### config.mk
export PLATFORM = sky130hd
export DESIGN_NAME = minimig_ctrl_initiator
export DESIGN_NICKNAME = d
export VERILOG_FILES = /design/src/rtl/minimig_ctrl_initiator.sv
export SDC_FILE = /design/constraint.sdc
export NUM_CORES = 1
export LEC_CHECK = 0
export ABC_AREA = 1
export CORE_ASPECT_RATIO = 0.9
export CORE_UTILIZATION = 45
export DETAILED_ROUTE_END_ITERATION = 16
export GPL_TIMING_DRIVEN = 0
export HOLD_SLACK_MARGIN = 0.02
export MAX_ROUTING_LAYER = met4
export PLACE_DENSITY_LB_ADDON = 0.12
export SYNTH_ARGS = -nofsm -noshare
export SYNTH_HDL_FRONTEND = slang
export SYNTH_SLANG_ARGS = --single-unit
### constraint.sdc
create_clock -name clk -period 1.8 [get_ports clk]
set_input_delay 0.54 -clock clk [delete_from_list [all_inputs] [get_ports clk]]
set_output_delay 0.54 -clock clk [all_outputs]
set_load 0.02 [all_outputs]
### src/rtl/minimig_ctrl_initiator.sv
// Host-command bus initiator for the Minimig control block: startup capability read,
// host register reads/writes and periodic audio-overflow polling with clear-on-overflow.
module minimig_ctrl_initiator #(
  parameter int unsigned POLL_PERIOD = 1024,
  parameter logic [6:0]  BASE_ADDR   = 7'h00
) (
  input  logic        clk,
  input  logic        rst_n,
  input  logic        cmd_valid,
  output logic        cmd_ready,
  input  logic        cmd_write,
  input  logic [7:0]  cmd_idx,
  input  logic [15:0] cmd_wdata,
  input  logic [1:0]  cmd_be,
  output logic        rsp_valid,
  output logic [15:0] rsp_data,
  output logic [14:0] addr,
  output logic [15:0] data_out,
  input  logic [15:0] data_in,
  output logic        sel,
  output logic        rd,
  output logic        hwr,
  output logic        lwr,
  input  logic        poll_en,
  output logic [15:0] caps,
  output logic        caps_valid,
  output logic        overflow_seen,
  input  logic        overflow_clr
);

  localparam int unsigned DW = 16;
  localparam int unsigned AW = 15;
  localparam int unsigned CW = 16;

  localparam logic [CW-1:0] POLL_LAST = CW'(POLL_PERIOD - 1);
  localparam logic [7:0]    IDX_CAPS  = 8'h07;
  localparam logic [7:0]    IDX_AUDIO = 8'h06;

  localparam logic [3:0] INIT_RD   = 4'd0;
  localparam logic [3:0] INIT_WAIT = 4'd1;
  localparam logic [3:0] IDLE      = 4'd2;
  localparam logic [3:0] H_WR      = 4'd3;
  localparam logic [3:0] H_RD      = 4'd4;
  localparam logic [3:0] H_WAIT    = 4'd5;
  localparam logic [3:0] H_RSP     = 4'd6;
  localparam logic [3:0] P_RD      = 4'd7;
  localparam logic [3:0] P_WAIT    = 4'd8;
  localparam logic [3:0] P_CLR     = 4'd9;

  logic [3:0]    state, state_n;
  logic [CW-1:0] poll_cnt, poll_cnt_n;
  logic          poll_pending, poll_pending_n;
  logic          sel_n, rd_n, hwr_n, lwr_n;
  logic [AW-1:0] addr_n;
  logic [DW-1:0] data_out_n;
  logic          rsp_valid_n;
  logic [DW-1:0] rsp_data_n;
  logic [DW-1:0] caps_n;
  logic          caps_valid_n;
  logic          overflow_seen_n;
  logic          cmd_ready_n;
  logic          poll_wrap;
  logic          overflow_set;

  // Next state plus the bus/response values that will be visible in the next state's cycle.
  always_comb begin
    state_n      = state;
    sel_n        = 1'b0;
    rd_n         = 1'b0;
    hwr_n        = 1'b0;
    lwr_n        = 1'b0;
    addr_n       = '0;
    data_out_n   = '0;
    rsp_valid_n  = 1'b0;
    rsp_data_n   = rsp_data;
    caps_n       = caps;
    caps_valid_n = caps_valid;
    overflow_set = 1'b0;

    unique case (state)
      INIT_RD: begin
        // First cycle after reset has no strobe yet; issue it, then move on once it is out.
        if (rd) begin
          state_n = INIT_WAIT;
        end else begin
          sel_n  = 1'b1;
          rd_n   = 1'b1;
          addr_n = {BASE_ADDR, IDX_CAPS};
        end
      end
      INIT_WAIT: begin
        caps_n       = data_in;
        caps_valid_n = 1'b1;
        state_n      = IDLE;
      end
      IDLE: begin
        if (poll_pending) begin
          state_n = P_RD;
          sel_n   = 1'b1;
          rd_n    = 1'b1;
          addr_n  = {BASE_ADDR, IDX_AUDIO};
        end else if (cmd_valid && cmd_ready) begin
          sel_n  = 1'b1;
          addr_n = {BASE_ADDR, cmd_idx};
          if (cmd_write) begin
            state_n    = H_WR;
            hwr_n      = cmd_be[1];
            lwr_n      = cmd_be[0];
            data_out_n = cmd_wdata;
          end else begin
            state_n = H_RD;
            rd_n    = 1'b1;
          end
        end
      end
      H_WR: begin
        state_n     = H_RSP;
        rsp_valid_n = 1'b1;
        rsp_data_n  = '0;
      end
      H_RD:   state_n = H_WAIT;
      H_WAIT: begin
        state_n     = H_RSP;
        rsp_valid_n = 1'b1;
        rsp_data_n  = data_in;
      end
      H_RSP:  state_n = IDLE;
      P_RD:   state_n = P_WAIT;
      P_WAIT: begin
        if (data_in[0]) begin
          overflow_set = 1'b1;
          state_n      = P_CLR;
          sel_n        = 1'b1;
          lwr_n        = 1'b1;
          addr_n       = {BASE_ADDR, IDX_AUDIO};
        end else begin
          state_n = IDLE;
        end
      end
      P_CLR:   state_n = IDLE;
      default: state_n = INIT_RD;
    endcase

    // Poll timer; at most one poll outstanding, so a wrap while pending changes nothing.
    poll_wrap  = poll_en && (poll_cnt == POLL_LAST);
    poll_cnt_n = (!poll_en || poll_wrap) ? '0 : poll_cnt + CW'(1);
    if (!poll_en) begin
      poll_pending_n = 1'b0;
    end else if (poll_wrap) begin
      poll_pending_n = 1'b1;
    end else if (state == IDLE && poll_pending) begin
      poll_pending_n = 1'b0;
    end else begin
      poll_pending_n = poll_pending;
    end

    if (overflow_set) begin
      overflow_seen_n = 1'b1;
    end else if (overflow_clr) begin
      overflow_seen_n = 1'b0;
    end else begin
      overflow_seen_n = overflow_seen;
    end

    cmd_ready_n = (state_n == IDLE) && !poll_pending_n;
  end

  always_ff @(posedge clk or negedge rst_n) begin
    if (!rst_n) begin
      state         <= INIT_RD;
      poll_cnt      <= '0;
      poll_pending  <= 1'b0;
      sel           <= 1'b0;
      rd            <= 1'b0;
      hwr           <= 1'b0;
      lwr           <= 1'b0;
      addr          <= '0;
      data_out      <= '0;
      rsp_valid     <= 1'b0;
      rsp_data      <= '0;
      caps          <= '0;
      caps_valid    <= 1'b0;
      overflow_seen <= 1'b0;
      cmd_ready     <= 1'b0;
    end else begin
      state         <= state_n;
      poll_cnt      <= poll_cnt_n;
      poll_pending  <= poll_pending_n;
      sel           <= sel_n;
      rd            <= rd_n;
      hwr           <= hwr_n;
      lwr           <= lwr_n;
      addr          <= addr_n;
      data_out      <= data_out_n;
      rsp_valid     <= rsp_valid_n;
      rsp_data      <= rsp_data_n;
      caps          <= caps_n;
      caps_valid    <= caps_valid_n;
      overflow_seen <= overflow_seen_n;
      cmd_ready     <= cmd_ready_n;
    end
  end

endmodule
==> key figures, run 1 <==
Run status
  • Outcome: completed

Timing
  • Count of final hold-check violations: 0
  • Final min period: roughly 1600 ps
  • Max-slew violations: 0
  • Least-Margin Pin Slew: around 560 ps
  • Rel. slew slack: roughly 63%
  • Setup Viol. Count Final: 0
  • Final period utilization: roughly 91%
  • Clk_skew: about 9.6 ps
  • RSZ-0062 raised after global routing: false
  • Max Fclk: 612 MHz

Logic synthesis
  • Post-synth EDFFs: 0
  • Synth area leaders: dfrtp_1 (60%), nand2_1 (8.2%), nor2_1 (7.1%)
  • FFs w/ async S/R, synth: 100%
  • Mapped Cells: between 300 and 400
  • Cell area after synthesis: about 3500 um2
  • Register area share after synthesis: 60.2%
  • Ys flop type: dfrtp_1
  • #FFs+latches synth: between 80 and 90
  • Yosys top cell by area: dfrtp_1
  • Yosys top cell area share: around three fifths
  • Post-synth cell types: 31
  • Synthesized area per cell: approximately 9.1 um2
  • Yosys Warn Count: 0

Route
  • Initial DRC Count: between 70 and 80
  • Total iterations of the first detailed-routing run: 4
  • DRC: 0
  • Vias per std cell: 4.59
  • Antenna-violating nets left: 0
  • Vias: around 2800
  • Routed WL: around 7.5 mm
  • WL/cell: approximately 12 um

Floorplanning
  • Die area: between 8000 and 9000 um2
  • Die X: roughly 95 um
  • Total core area: around 7600 um2
  • I/O Pins: ~120
  • Initial core utilization: a little under half
  • Row Count: 30
  • Die height: about 86 um

CTS
  • Clock-pin slew on the worst setup and hold paths: around 80 ps
  • Clock insertion delay at the later pin of the skew report: between 300 and 400 ps
  • Number of CTS-inserted buffers: 9
  • CTS Hold Buffers Added: 0
  • H-Tree Depth: 3
  • Sink Count: 85
  • CTS tree: done
  • CTS root buf: clkbuf_8
  • Longest Clk Path Bufs: 2

Setup path
  • Flop2flop setup slack: 280 ps
  • R2R Path End: poll_cnt[0]$_DFF_PN0_
  • Crit Path Class: reg -> out
  • Crit path required time: about 1300 ps
  • Worst r2r path cells: 7
  • Combined buffer and inverter count along the critical path: 1
  • R2r startpoint: poll_cnt[0]$_DFF_PN0_
  • Top delay family on crit path: flip-flops
  • CP cell instances: dlygate4sd2_1
  • CP max stage cell: dfrtp_1
  • Crit. End Element: primary output
  • Crit path largest cell delay: 390 ps
  • Crit path DAT: 1090 ps
  • CP max FO: 4
  • Startpoint types: flop

Pwr
  • Leak Pwr: between 2 and 3 nW
  • Power Total: 0.00584 W
  • Worst VDD drop: about 0.54 mV
  • P per Cell Area: 1190 nW/um2

Placement
  • Port bufs: between 100 and 150
  • Detail Placement HPWL: 5.58 mm
  • Routability cong.: between 0.8 and 0.9

Cells and area
  • Layout cells sized above 1: between 7 and 8%
  • Fin nets: about 570
  • Fill count: around 640
  • Post-layout util: between 60% and 70%
  • ANT cells: 0
  • Layout area overhead: 39.4%

Worst hold path
  • Worst Hold Class: in -> async

Flow run
  • Max Cap Violations: 0

Global route
  • Congestion Overflow GR: 0
  • Largest net degree at the start of global routing: between 40 and 50
  • Global Route Usage Sum: 20.5%
  • First-pass GRT wire length: about 13 mm
  • Initial antenna violation count: 0
  • Vias in the first global route: around 2800
[sequential cells by signal (all words and copies together) (netlist names), 4 cells and up]
| name | cells |
|---|---|
| data_out | 16 |
| caps | 16 |
| state | 4 |
| rsp_data | 16 |
| poll_cnt | 16 |
| addr | 8 |
[layout make-up]
| class | count | area [um2] | share of cell area [%] |
|---|---|---|---|
| Inverter | 55 | 206 | 4.19 |
| Tap cell | 96 | 120 | 2.44 |
| Clock inverter | 3 | 43.8 | 0.889 |
| Timing Repair Buffer | 112 | 1050 | 21.3 |
| Buffer | 15 | 110 | 2.23 |
| Multi-Input combinational cell | 238 | 1110 | 22.6 |
| Sequential cell | 85 | 2130 | 43.2 |
| Clock buffer | 13 | 159 | 3.22 |
[cells by family (layout without fill, tap and decap cells)]
logic type / after synthesis / count (layout) / synth area share [%]
AOI/OAI and AO/OA: 41 / 41 / 6.06
xor gates and xnor gates: 7 / 7 / 1.74
adders and majority gates: 1 / 1 / 0.354
buffers and inverters: 70 / 198 / 8.96
DFF: 85 / 85 / 60.2
other: 1 / 7 / 0.106
and+or+nand+nor: 182 / 182 / 22.6
[how the worst max path moves through the flow]
stage,start,to,slack [ps],cells after the start
floorplan,poll_cnt[0]$_DFF_PN0_,poll_cnt[10]$_DFF_PN0_,430,7
global placement,rst_n,data_out[15]$_DFF_PN0_,-2790,1
detailed placement,cmd_valid,data_out[9]$_DFF_PN0_,-100,6
CTS,cmd_ready$_DFF_PN0_,cmd_ready,140,1
global route,cmd_ready$_DFF_PN0_,cmd_ready,90,1
finish,cmd_ready$_DFF_PN0_,cmd_ready,170,1
[cells in the mapped netlist, drive strengths merged (2+ instances only)]
library cell	n
inv	55
dfrtp	85
nand3	20
clkbuf	4
xor2	4
a21oi	3
o21ai	35
nor2	71
buf	11
nand2	81
nor3	6
a31oi	2
xnor2	3
[power breakdown]
part | switching [W] | total [W] | internal [W]
sequential | 0.000202 | 0.00250 | 0.00230
clock | 0.000629 | 0.00135 | 0.000719
combinational | 0.00125 | 0.00200 | 0.000749
[cell usage in the layout, fill, tap and decap left out, drive strengths merged]
cell            n
nor3b           1
nor2           71
nand4           1
xnor2           3
xor2            4
clkinv          2
nand2          81
nor3            6
a31oi           2
ha              1
a21boi          1
nand3          20
conb            7
inv            55
and3            1
buf            13
nand3b          1
bufinv          1
clkbuf         17
dfrtp          85
clkdlybuf4s50  46
dlygate4sd2    64
a21oi           3
o21ai          35
[routing by layer]
| layer | global-route usage, % | vias up | routed length (um) |
|---|---|---|---|
| met5 | - | - | 0 |
| met4 | 5.97 | 0 | 100 |
| met3 | 6.38 | 11 | 491 |
| met2 | 33.2 | 84 | 3570 |
| met1 | 24.7 | 1302 | 3300 |
| li1 | - | 1432 | - |
[per-stage QoR]
stage	area, um2	hold slack, ps	setup WS [ps]	TNS [ps]	cells
after floorplan	3560	244	426	0	393
after global placement	4790	442	-2790	-237810	600
after detailed placement	4800	450	-105	-829	601
after CTS	4930	191	139	0	617
after global routing	4930	201	88.6	0	617
final	4930	179	165	0	617
[timing repair]
item                                    4_1_cts  5_1_grt
buffers inserted                              0        0
gates resized for setup                      64        0
endpoints found under the setup margin       64        0
(Power assumes the default switching activity.)
==> run 2: changes to the inputs <==
- HOLD_SLACK_MARGIN: 0.02 -> 0.08
- TNS_END_PERCENT: not set -> 1
==> results of run 2 <==
The final DEF is identical to that of run 1; final timing and power are the same.
